--- config.mk ---
export PLATFORM = sky130hd
export DESIGN_NAME = gpio_bus_arbiter_flat
export DESIGN_NICKNAME = d
export VERILOG_FILES = /design/src/rtl/gpio_bus_arbiter_pkg.sv /design/src/rtl/gpio_bus_arbiter_if.sv /design/src/rtl/gpio_arb_rr.sv /design/src/rtl/gpio_bus_arbiter.sv /design/src/flat_wrapper.sv
export SDC_FILE = /design/constraint.sdc
export NUM_CORES = 1
export LEC_CHECK = 0
export CAP_MARGIN = 20
export CORE_ASPECT_RATIO = 0.7
export CORE_MARGIN = 2
export CORE_UTILIZATION = 37
export DETAILED_ROUTE_END_ITERATION = 16
export PLACE_DENSITY_LB_ADDON = 0.3
export SLEW_MARGIN = 20
export SYNTH_ARGS = -nofsm -noshare
export SYNTH_HDL_FRONTEND = slang
export SYNTH_SLANG_ARGS = --single-unit
--- constraint.sdc ---
create_clock -name clk -period 2.9 [get_ports clk]
set_input_delay 0.58 -clock clk [delete_from_list [all_inputs] [get_ports clk]]
set_output_delay 0.58 -clock clk [all_outputs]
set_load 0.01 [all_outputs]
--- src/rtl/gpio_bus_arbiter_pkg.sv ---
// Shared types and sizes for the GPIO register-port arbiter.
// GPIO_SIZE / BUS_WIDTH / BUS_ACC_WIDTH mirror the controller's register port.
package gpio_bus_arbiter_pkg;

    localparam int GPIO_SIZE     = 16;
    localparam int BUS_WIDTH     = 32;
    localparam int BUS_ACC_WIDTH = 2;
    localparam int ADDR_W        = $clog2(GPIO_SIZE);

    // 2-bit state encodings shared with the controller-side tooling
    typedef enum logic [1:0] {
        ST_IDLE  = 2'd0,
        ST_ISSUE = 2'd1,
        ST_WAIT  = 2'd2
    } arb_state_e;

    // Qualifiers latched from the winning master at grant time
    typedef struct packed {
        logic [ADDR_W-1:0]        addr;
        logic                     w_rb;
        logic [BUS_ACC_WIDTH-1:0] acc;
        logic [BUS_WIDTH-1:0]     wdata;
    } bus_cmd_t;

    function automatic bus_cmd_t make_cmd(
        input logic [ADDR_W-1:0]        addr,
        input logic                     w_rb,
        input logic [BUS_ACC_WIDTH-1:0] acc,
        input logic [BUS_WIDTH-1:0]     wdata
    );
        bus_cmd_t c;
        c.addr  = addr;
        c.w_rb  = w_rb;
        c.acc   = acc;
        c.wdata = wdata;
        return c;
    endfunction

endpackage

--- src/rtl/gpio_bus_arbiter_if.sv ---
// Bundle of both master ports plus the controller-side port.
// slave  : the arbiter's view (serves the masters, drives the controller)
// master : the environment's view (masters and controller)
interface gpio_bus_arbiter_if;
    import gpio_bus_arbiter_pkg::*;

    logic [ADDR_W-1:0]        m0_addr,  m1_addr;
    logic                     m0_w_rb,  m1_w_rb;
    logic [BUS_ACC_WIDTH-1:0] m0_acc,   m1_acc;
    logic [BUS_WIDTH-1:0]     m0_wdata, m1_wdata;
    logic                     m0_req,   m1_req;
    logic                     m0_resp,  m1_resp;
    logic                     m0_fault, m1_fault;
    logic [BUS_WIDTH-1:0]     m_rdata;

    logic [ADDR_W-1:0]        s_addr;
    logic                     s_w_rb;
    logic [BUS_ACC_WIDTH-1:0] s_acc;
    logic [BUS_WIDTH-1:0]     s_wdata;
    logic                     s_req;
    logic [BUS_WIDTH-1:0]     s_rdata;
    logic                     s_resp;
    logic                     s_fault;

    modport slave (
        input  m0_addr, m0_w_rb, m0_acc, m0_wdata, m0_req,
        input  m1_addr, m1_w_rb, m1_acc, m1_wdata, m1_req,
        output m0_resp, m0_fault, m1_resp, m1_fault, m_rdata,
        output s_addr, s_w_rb, s_acc, s_wdata, s_req,
        input  s_rdata, s_resp, s_fault
    );

    modport master (
        output m0_addr, m0_w_rb, m0_acc, m0_wdata, m0_req,
        output m1_addr, m1_w_rb, m1_acc, m1_wdata, m1_req,
        input  m0_resp, m0_fault, m1_resp, m1_fault, m_rdata,
        input  s_addr, s_w_rb, s_acc, s_wdata, s_req,
        output s_rdata, s_resp, s_fault
    );

endinterface

--- src/rtl/gpio_arb_rr.sv ---
// Combinational 2-way round-robin picker. On a tie the master other than
// `last` wins; a lone requester always wins.
module gpio_arb_rr (
    input  logic [1:0] req,
    input  logic       last,
    output logic [1:0] gnt,
    output logic       valid
);

    // one-hot grant selection
    always_comb begin
        gnt   = 2'b00;
        valid = |req;
        case (req)
            2'b01:   gnt = 2'b01;
            2'b10:   gnt = 2'b10;
            2'b11:   gnt = last ? 2'b01 : 2'b10;
            default: gnt = 2'b00;
        endcase
    end

endmodule

--- src/rtl/gpio_bus_arbiter.sv ---
// Two-master arbiter in front of the GPIO controller register port.
// One transaction outstanding at a time; resp/fault are routed combinationally
// to the granted master only.
// Optional build macro: GPIO_ARB_TIMEOUT_EN adds a WAIT watchdog that faults
// the access on the TIMEOUT-th WAIT cycle without a response.
module gpio_bus_arbiter
    import gpio_bus_arbiter_pkg::*;
#(
    parameter int TIMEOUT = 15
) (
    input  logic                clk,
    input  logic                rstn,
    gpio_bus_arbiter_if.slave   bus
);

    if (TIMEOUT < 1 || TIMEOUT > 255) begin : g_bad_timeout
        $error("gpio_bus_arbiter: TIMEOUT must be in 1..255");
    end

    arb_state_e state_q, state_d;
    logic       last_q,  last_d;
    logic       grant_q, grant_d;   // 0 = m0, 1 = m1
    bus_cmd_t   cmd_q,   cmd_d;

    logic [1:0] rr_gnt;
    logic       rr_valid;
    logic       resp_hit, fault_hit;

`ifdef GPIO_ARB_TIMEOUT_EN
    logic [7:0] wd_cnt_q, wd_cnt_d;
`endif

    gpio_arb_rr u_rr (
        .req   ({bus.m1_req, bus.m0_req}),
        .last  (last_q),
        .gnt   (rr_gnt),
        .valid (rr_valid)
    );

    // next-state, grant capture and completion decode
    always_comb begin
        state_d   = state_q;
        last_d    = last_q;
        grant_d   = grant_q;
        cmd_d     = cmd_q;
        resp_hit  = 1'b0;
        fault_hit = 1'b0;
`ifdef GPIO_ARB_TIMEOUT_EN
        wd_cnt_d  = wd_cnt_q;
`endif
        case (state_q)
            ST_IDLE: begin
                if (rr_valid) begin
                    grant_d = rr_gnt[1];
                    last_d  = rr_gnt[1];
                    if (rr_gnt[0]) begin
                        cmd_d = make_cmd(bus.m0_addr, bus.m0_w_rb, bus.m0_acc, bus.m0_wdata);
                    end else begin
                        cmd_d = make_cmd(bus.m1_addr, bus.m1_w_rb, bus.m1_acc, bus.m1_wdata);
                    end
                    state_d = ST_ISSUE;
                end
            end
            ST_ISSUE: begin
                if (bus.s_fault) begin
                    fault_hit = 1'b1;
                    state_d   = ST_IDLE;
                end else begin
                    state_d   = ST_WAIT;
`ifdef GPIO_ARB_TIMEOUT_EN
                    wd_cnt_d  = 8'd0;
`endif
                end
            end
            ST_WAIT: begin
                if (bus.s_resp) begin
                    resp_hit = 1'b1;
                    state_d  = ST_IDLE;
                end
`ifdef GPIO_ARB_TIMEOUT_EN
                else if (wd_cnt_q == 8'(TIMEOUT - 1)) begin
                    // this cycle's increment would reach TIMEOUT: give up
                    fault_hit = 1'b1;
                    state_d   = ST_IDLE;
                end else begin
                    wd_cnt_d = wd_cnt_q + 8'd1;
                end
`endif
            end
            default: state_d = ST_IDLE;
        endcase
    end

    // state and latched-command registers
    always_ff @(posedge clk) begin
        if (!rstn) begin
            state_q <= ST_IDLE;
            last_q  <= 1'b1;
            grant_q <= 1'b0;
            cmd_q   <= '0;
`ifdef GPIO_ARB_TIMEOUT_EN
            wd_cnt_q <= 8'd0;
`endif
        end else begin
            state_q <= state_d;
            last_q  <= last_d;
            grant_q <= grant_d;
            cmd_q   <= cmd_d;
`ifdef GPIO_ARB_TIMEOUT_EN
            wd_cnt_q <= wd_cnt_d;
`endif
        end
    end

    // outputs are held quiet while reset is asserted, even mid-transaction
    assign bus.s_req    = rstn && (state_q == ST_ISSUE);
    assign bus.s_addr   = cmd_q.addr;
    assign bus.s_w_rb   = cmd_q.w_rb;
    assign bus.s_acc    = cmd_q.acc;
    assign bus.s_wdata  = cmd_q.wdata;
    assign bus.m_rdata  = bus.s_rdata;
    assign bus.m0_resp  = rstn && resp_hit  && !grant_q;
    assign bus.m1_resp  = rstn && resp_hit  &&  grant_q;
    assign bus.m0_fault = rstn && fault_hit && !grant_q;
    assign bus.m1_fault = rstn && fault_hit &&  grant_q;

endmodule

--- src/flat_wrapper.sv ---
// flat-port wrapper written by rule: the top's interface ports become plain ports
module gpio_bus_arbiter_flat import gpio_bus_arbiter_pkg::*;
#(
    parameter int TIMEOUT = 15
)
  (clk, rstn, bus_m0_addr, bus_m0_w_rb, bus_m0_acc, bus_m0_wdata, bus_m0_req, bus_m1_addr, bus_m1_w_rb, bus_m1_acc, bus_m1_wdata, bus_m1_req, bus_m0_resp, bus_m0_fault, bus_m1_resp, bus_m1_fault, bus_m_rdata, bus_s_addr, bus_s_w_rb, bus_s_acc, bus_s_wdata, bus_s_req, bus_s_rdata, bus_s_resp, bus_s_fault);
  gpio_bus_arbiter_if bus_i ();
  input  logic clk;
  input  logic rstn;
  input wire logic [$bits(bus_i.m0_addr)-1:0] bus_m0_addr;
  input wire logic [$bits(bus_i.m0_w_rb)-1:0] bus_m0_w_rb;
  input wire logic [$bits(bus_i.m0_acc)-1:0] bus_m0_acc;
  input wire logic [$bits(bus_i.m0_wdata)-1:0] bus_m0_wdata;
  input wire logic [$bits(bus_i.m0_req)-1:0] bus_m0_req;
  input wire logic [$bits(bus_i.m1_addr)-1:0] bus_m1_addr;
  input wire logic [$bits(bus_i.m1_w_rb)-1:0] bus_m1_w_rb;
  input wire logic [$bits(bus_i.m1_acc)-1:0] bus_m1_acc;
  input wire logic [$bits(bus_i.m1_wdata)-1:0] bus_m1_wdata;
  input wire logic [$bits(bus_i.m1_req)-1:0] bus_m1_req;
  output wire logic [$bits(bus_i.m0_resp)-1:0] bus_m0_resp;
  output wire logic [$bits(bus_i.m0_fault)-1:0] bus_m0_fault;
  output wire logic [$bits(bus_i.m1_resp)-1:0] bus_m1_resp;
  output wire logic [$bits(bus_i.m1_fault)-1:0] bus_m1_fault;
  output wire logic [$bits(bus_i.m_rdata)-1:0] bus_m_rdata;
  output wire logic [$bits(bus_i.s_addr)-1:0] bus_s_addr;
  output wire logic [$bits(bus_i.s_w_rb)-1:0] bus_s_w_rb;
  output wire logic [$bits(bus_i.s_acc)-1:0] bus_s_acc;
  output wire logic [$bits(bus_i.s_wdata)-1:0] bus_s_wdata;
  output wire logic [$bits(bus_i.s_req)-1:0] bus_s_req;
  input wire logic [$bits(bus_i.s_rdata)-1:0] bus_s_rdata;
  input wire logic [$bits(bus_i.s_resp)-1:0] bus_s_resp;
  input wire logic [$bits(bus_i.s_fault)-1:0] bus_s_fault;
  assign bus_i.m0_addr = bus_m0_addr;
  assign bus_i.m0_w_rb = bus_m0_w_rb;
  assign bus_i.m0_acc = bus_m0_acc;
  assign bus_i.m0_wdata = bus_m0_wdata;
  assign bus_i.m0_req = bus_m0_req;
  assign bus_i.m1_addr = bus_m1_addr;
  assign bus_i.m1_w_rb = bus_m1_w_rb;
  assign bus_i.m1_acc = bus_m1_acc;
  assign bus_i.m1_wdata = bus_m1_wdata;
  assign bus_i.m1_req = bus_m1_req;
  assign bus_m0_resp = bus_i.m0_resp;
  assign bus_m0_fault = bus_i.m0_fault;
  assign bus_m1_resp = bus_i.m1_resp;
  assign bus_m1_fault = bus_i.m1_fault;
  assign bus_m_rdata = bus_i.m_rdata;
  assign bus_s_addr = bus_i.s_addr;
  assign bus_s_w_rb = bus_i.s_w_rb;
  assign bus_s_acc = bus_i.s_acc;
  assign bus_s_wdata = bus_i.s_wdata;
  assign bus_s_req = bus_i.s_req;
  assign bus_i.s_rdata = bus_s_rdata;
  assign bus_i.s_resp = bus_s_resp;
  assign bus_i.s_fault = bus_s_fault;
  gpio_bus_arbiter #(.TIMEOUT(TIMEOUT)) u_core (.clk(clk), .rstn(rstn), .bus(bus_i));
endmodule
Yosys cells after proc, flatten, opt, wreduce, memory -nomap -nowiden:

Cells that the tools add are included.

* bits of input ports: 116
* flip-flop bits (word level): 43
* output and inout bits: 76

* equal/unequal tests: 7
* mux-type cells: 11
* reduce and logical (&&, ||, !) cells: 12

Operators with widths (number)
* $mux 39: 1
* $pmux 2 s3: 2
* $mux 2: 4
* $logic_and 1x1->1: 7
* $eq 2x2->1 const B: 3
* $eq 2x1->1 const B: 2
* $mux 1: 4
* $reduce_and 2->1: 2
* $logic_not 2->1: 1
* $ne 2x1->1 const B: 1
* $ne 2x2->1 const B: 1
* $reduce_or 2->1: 1
* $logic_not 1->1: 1

Longest topological paths before layout:

Gate-level depths: netlist of run 1.

* word-level depth: 4
* mapped depth: 6

Cells and area by module:

From an unflattened synthesis of run 1, not the netlist that was laid out.

* cell total of the unflattened synthesis: 194
* area, all modules: 2178.3 sq um

By module, submodules not included
* gpio_bus_arbiter: cells an instance 190, times used 1, area each 2153.3 sq um, sequential area each 860.8 sq um
* gpio_arb_rr: cells an instance 4, times used 1, area each 25.0 sq um, sequential area each 0.0 sq um

Least setup slack after synthesis of run 1:

OpenSTA, ideal clock, no wires.

* path type: input port to output port
* from: input port rstn
* to: output port bus_m0_fault
* stages on the path: 4
* data arrival time: 1266 ps
* required time: 2320 ps
* path buffers: 1
* path slack: 1054 ps
* cell sequence: clkbuf_1 > and3b_1 > nand2_1 > nor2_1

* longest elaborated chain between the ends: 2

RTL lines
* start, declared: line flat_wrapper.sv:9 `input logic rstn;`
* $logic_and 1x1->1 (2 in series): line gpio_bus_arbiter.sv:124 `assign bus.m0_fault = rstn && fault_hit && !grant_q;`
* end, declared: line flat_wrapper.sv:21 `output wire logic [$bits(bus_i.m0_fault)-1:0] bus_m0_fault;`

No other way between the ends.

Final worst setup path of run 1:

* from: input port bus_s_resp
* to: output port bus_m0_resp

* longest elaborated chain between the ends: 4

RTL lines
* start, declared: line flat_wrapper.sv:31 `input wire logic [$bits(bus_i.s_resp)-1:0] bus_s_resp;`
* $mux 1: line gpio_bus_arbiter.sv:76 `if (bus.s_resp) begin`
* $mux 1: line gpio_bus_arbiter.sv:51 `case (state_q)`
* $logic_and 1x1->1 (2 in series): line gpio_bus_arbiter.sv:122 `assign bus.m0_resp = rstn && resp_hit && !grant_q;`
* end, declared: line flat_wrapper.sv:20 `output wire logic [$bits(bus_i.m0_resp)-1:0] bus_m0_resp;`

No other way between the ends.

==> results.md, run 1 <==
- Die area: 7590 µm²
- Cells after Synth: roughly 260
- Register Area: between 800 and 900 µm²
- Number of DRC markers in iteration 0: a little under 100
- YS warnings: 0
- DRC viols: 0
- Clk_lat worst skew: just under 300 ps
- FP Rows: 25
- Final hold vios: 0
- Top Layer Used: met4
- Final ANT Viol Nets: 0
- ANT cells: 0
- CP Class: input port to output port
- Top-area cell type share of the netlist area: between 30% and 40%
- Share of cells above drive strength 1: approximately 15%
- Post-synth EDFFs: 0
- Hold Buf Count CTS: 0
- Clock Sinks: 43
- Syn avg cell area: between 9 and 10 µm²
- Vias in the first global route: 2,298
- Max VDD drop: about 0.22 mV
- Cells resized by post-CTS repair: 0
- RSZ-0062 raised after global routing: no
- Routed WL: roughly 7600 µm
- Vias per cell: 5.48
- Crit path time final: about 2500 ps
- PwrDens: between 400 and 500 nW/µm²
- Status: finished clean
- Slew HR: about half
- Area Growth Syn to Fin: 45.1%
- Multi-input logic area: ~1300 µm²
- I/O pin cnt: ~190
- Met1 WL: between 3000 and 4000 µm
- Congestion Overflow GR: 0
- IO Port Bufs: roughly 130
- Area contributors post-synth: dfxtp_1, o221a_2, a311o_1
- Die Wd: between 100 and 150 µm
- Synth Register Bits: 43
- Post-CTS Setup Bufs: 0
- Hold Path Class: flip-flop to flip-flop
- Post-Route Setup TNS: 0 ps
- Fillers: 616
- Post-synth ARST share: 0%
- # H-tree levels: 2
- Initial Utilization: a little under two fifths
- CTS tree: yes
- # setup viols final: 0
- Setup ws final: between 400 and 500 ps
- Antenna violations before repair: 0
- Routed wl met2: roughly 3400 µm
- DIE HEIGHT: between 70 and 80 µm
- Data required time of the critical path: between 2000 and 2500 ps
- Gr usage total: between 10% and 20%
- Post-synthesis cell area: around 2600 µm²
- Reg clk slew, reported paths: roughly 80 ps
- Seq/Total Area, Yosys: about 34%
- Avg WL per Cell: roughly 18 µm
- CTS root buf: clkbuf_8
- Worst-Margin Slew: 733 ps
- Max Clk Rate: approximately 410 MHz
- Routability cong.: ~0.77
- TritonRoute pass-1 iters: 4
- Worst setup EP type: output port
- Net count, final: 450
- DP Wirelength: approximately 5000 µm
- Crit path max fanout: 2
- Met3 WL: around 730 µm
- Most numerous cell in the Yosys netlist: dfxtp_1
- Startpoint Class: input port
- Worst EP arrival: ~1900 ps
- Pin count of the biggest net entering global routing: 47
- First-pass GRT wire length: roughly 12,000 µm
- Net Count, Synth: 375
- DP Worst Slack: 436 ps
- Core ar.: about 6700 µm²
- Period utilization: a little over four fifths
- Max-cap violations: 0
- Top cells by count, synth: dfxtp_1, a21boi_0, buf_4, a311o_1, o221a_2
- Clock buffer depth: 2
- Main flop type after synthesis: dfxtp_1
- Clock skew: between 9 and 10 ps
- Library cells used by synthesis: 28
- Largest area contributor in the netlist: dfxtp_1
- Via count: roughly 2,400
- Leakage: 1.39 nW
- Fin. max-slew vios: 0
- Cts bufs inserted: 5
==> stage by stage <==
| stage | instance area (µm²) | power [mW] | hold slack [ps] | utilization (%) | instances |
|---|---|---|---|---|---|
| after floorplan | 2550 | 1.03 | 515 | - | 259 |
| after global placement | 3590 | 1.25 | 519 | 53.3 | 421 |
| after detailed placement | 3590 | 1.26 | 521 | 53.3 | 421 |
| after CTS | 3700 | 1.76 | 545 | 55.1 | 429 |
| after global routing | 3700 | 1.83 | 561 | 55.1 | 429 |
| final | 3700 | 1.74 | 543 | 55.1 | 429 |
==> routing by layer <==
metal  up-vias  track usage [%]
met1      1103             26.2
met4         0             4.68
li1       1143                -
met2        98             30.0
met3         6             8.18
met5         -                0
==> power breakdown <==
part | switching (mW) | internal (mW) | total (mW)
sequential | 0.0382 | 0.658 | 0.696
combinational | 0.217 | 0.335 | 0.552
clock | 0.211 | 0.279 | 0.490
total | 0.466 | 1.27 | 1.74
==> cell usage in the layout, fill, tap and decap left out, types with 2 or more instances in the layout <==
cell               n
clkdlybuf4s50_1  125
dfxtp_1           43
a21boi_0          39
a311o_1           30
o221a_2           27
o21bai_1          10
and3_1             9
o311a_1            9
buf_4              8
nor2_1             6
clkbuf_8           6
o221a_1            3
buf_2              2
==> final cells by class <==
type / count / share of cell area [%]
clock inverters: 2 / 0.946
multi-input cells: 148 / 34.7
repair buffers: 135 / 35.7
flip-flops and latches: 43 / 23.2
well taps: 94 / 3.17
inverters: 1 / 0.101
clock buffers: 6 / 2.23
==> state kept, by name (all words and copies together) (netlist names) <==
| name | count |
|---|---|
| u_core.bus.s_acc | 2 |
| u_core.bus.s_addr | 4 |
| u_core.last_q | 1 |
| u_core.bus.s_w_rb | 1 |
| u_core.grant_q | 1 |
| u_core.state_q | 2 |
| u_core.bus.s_wdata | 32 |
==> worst paths after layout <==
path / slack [ps] / endpoint / from / depth (start not counted)
setup / recovery: 450 / bus_m0_resp / bus_s_resp / 4
hold / removal: 540 / u_core.bus.s_wdata[3] / u_core.bus.s_wdata[3] / 1
setup reg to reg: 1060 / u_core.bus.s_wdata[13] / u_core.state_q[1] / 4
hold reg to reg: 540 / u_core.bus.s_wdata[3] / u_core.bus.s_wdata[3] / 1
==> worst max-delay path: stages <==
cell and delay [ps]:
clkdlybuf4s50_1 480, nand4b_1 150, nor2_1 120, clkdlybuf4s50_1 540
==> cell families after synthesis <==
logic type | after synthesis | share of synthesized area (%)
compound gates | 122 | 44.1
simple gates | 26 | 5.78
buf+inv | 68 | 16.4
flops | 43 | 33.7
No activity file was read; power rests on OpenSTA's default activity.
==> inputs of run 2 (changes only) <==
CORE_UTILIZATION = 31   (was 37)
clock period = 2.2 ns   (was 2.9 ns; I/O delays follow)
==> run 2 against run 1 <==
- highest routed layer unchanged
- first-iteration DRC count increased by 2.0%
- clock power is 46% higher
- hold slack worse by 3.3 ps
- setup slack worse by 360 ps
==> results.md, run 2 (synthesis gave the netlist of run 1 again) <==
- Status: finished clean
- Reg2Reg Launch Point: u_core.state_q[1]
- Final core utilization: 48.3% (-6.8 points)
- CTS tree: yes
- Hold_sp: u_core.bus.s_wdata[6]
- Worst setup EP type: output port
- Reg clk slew, reported paths: 60 ps (-20 ps)
- DRC viols: 0 (unchanged)
- Vias in the first global route: 2,376 (+3.4%)
- CP Class: input port to output port
- Worst-Margin Slew: 465 ps (-267 ps)
- Area Growth Syn to Fin: 50.0%
- ANT cells: 0 (unchanged)
- Crit path top cell by count: clkdlybuf4s50_1
- Final hold vios: 0 (unchanged)
- Commonest non-fill, non-tap cell in the layout: clkdlybuf4s50_1
- Die area: 8990 µm² (+18%)
- Max VDD drop: 0.330 mV (+53%)
- Post-CTS Setup Bufs: 0 (unchanged)
- Pin count of the biggest net entering global routing: 44 (-6.4%)
- Antenna violations before repair: 0 (unchanged)
- Die Wd: 112 µm (+8.9%)
- Max FFs per register: 32 (unchanged)
- Cells resized by post-CTS repair: 0 (unchanged)
- # setup viols final: 0 (unchanged)
- Clock skew: 5.25 ps (-4.59 ps)
- Fillers: 762 (+24%)
- RSZ-0062 raised after global routing: no
- Routed WL: 7590 µm (about the same)
- Clk_lat worst skew: 280 ps (about the same)
- CTS root buf: clkbuf_16
- Hold Buf Count CTS: 0 (unchanged)
- DP Wirelength: 5190 µm (+3.3%)
- Vias per cell: 5.58 (+1.8%)
- I/O pin cnt: 192 (unchanged)
- Gr usage total: 16.6% (-3.2 points)
- Clock buffer depth: 2 (unchanged)
- Clock Sinks: 43 (unchanged)
- Routability cong.: 0.716 (-7.6%)
- Crit-path slowest cell: clkdlybuf4s50_1
- PwrDens: 625 nW/µm² (+33%)
- First-pass GRT wire length: 12,000 µm (+2.5%)
- Number of DRC markers in iteration 0: 100 (+2.0%)
- Worst path cell trace: clkdlybuf4s50_1 -> nand4b_1 -> nor2_1 -> clkdlybuf4s50_1
- Share of cells above drive strength 1: 15.8% (+1.2 points)
- Fin. max-slew vios: 0 (unchanged)
- Crit path max fanout: 2 (unchanged)
- Post-Route Setup TNS: 0 ps (unchanged)
- Data required time of the critical path: 1760 ps (-560 ps)
- Period utilization: just under 100%
- Initial Utilization: 32.2% (-5.8 points)
- Net count, final: 456 (+1.3%)
- CP peak stage delay: 530 ps (about the same)
- Congestion Overflow GR: 0 (unchanged)
- Startpoint Class: input port
- Placed instance area: 3690 µm² (+2.9%)
- FP Rows: 27 (+8.0%)
- Design area: 3830 µm² (+3.4%)
- Hold Path Class: flip-flop to flip-flop
- Cts bufs inserted: 5 (unchanged)
- # H-tree levels: 2 (unchanged)
- Core ar.: 7940 µm² (+18%)
- DIE HEIGHT: 79.9 µm (+8.7%)
- TritonRoute pass-1 iters: 4 (unchanged)
- Crit path time final: between 2000 and 2500 ps
- Avg WL per Cell: 17.2 µm (-2.9%)
- Max-cap violations: 0 (unchanged)
- Leakage: 1.47 nW (+5.4%)
- Slew HR: 69.0% (+18 points)
- Max Clk Rate: around 470 MHz
- Most frequent cells in the layout: clkdlybuf4s50_1, dfxtp_1, a21boi_0
- Final ANT Viol Nets: 0 (unchanged)
- Worst Setup SP: bus_s_resp
- IO Port Bufs: 127 (unchanged)
- Via count: 2,466 (+4.9%)
- Worst EP arrival: 1670 ps (-200 ps)
## run 2: layout make-up
class | count | area (µm²) | share of cell area (%)
Tap cell | 101 | 126 | 3.30
Clock buffer | 7 | 133 | 3.46
Timing Repair Buffer | 141 | 1420 | 37.0
Sequential cell | 43 | 861 | 22.5
Inverter | 1 | 3.75 | 0.0980
Clock inverter | 1 | 5.00 | 0.131
Multi-Input combinational cell | 148 | 1280 | 33.5
## run 2: critical path: cells and delay by family
family                 cells  cell delay, ps
buffers and inverters      2            1010
AND/OR/NAND/NOR            2             210
## run 2: final timing paths
| path | slack, ps | endpoint | cells past startpoint |
|---|---|---|---|
| worst min-delay path | 540 | u_core.bus.s_wdata[6] | 1 |
| worst max register to register | 620 | u_core.bus.s_wdata[22] | 5 |
| worst min register to register | 540 | u_core.bus.s_wdata[6] | 1 |
| worst max-delay path | 90 | bus_m0_resp | 4 |
## run 2: metrics by stage
step / worst slack [ps] / std cells / hold slack [ps] / power (mW)
finish: 86.3 / 442 / 540 / 2.40
global route: 13.6 / 442 / 548 / 2.52
CTS: 73.5 / 442 / 540 / 2.43
detailed placement: 81.3 / 434 / 522 / 1.69
global placement: 83.9 / 434 / 518 / 1.69
floorplan: 634 / 259 / 515 / 1.36
## run 2: metal layers
metal | GRT usage, % | up-vias | wire length (µm) | share of wire, %
met1 | 23.1 | 1188 | 3770 | 50
li1 | - | 1155 | - | -
met4 | 3.41 | 0 | 63 | 0.83
met5 | 0 | - | 0 | 0
met3 | 6.38 | 7 | 680 | 9.0
met2 | 24.1 | 116 | 3080 | 41
## run 2: where the power goes
group          switching [mW]  leakage (nW)  internal [mW]
combinational           0.291          1.04          0.469
sequential             0.0510         0.357          0.869
clock                   0.296        0.0679          0.420
==> inputs of run 3 (changes only) <==
HOLD_SLACK_MARGIN = 0.12   (was not set)
==> results of run 3 <==
The final DEF is identical to that of run 2; final timing and power are the same.
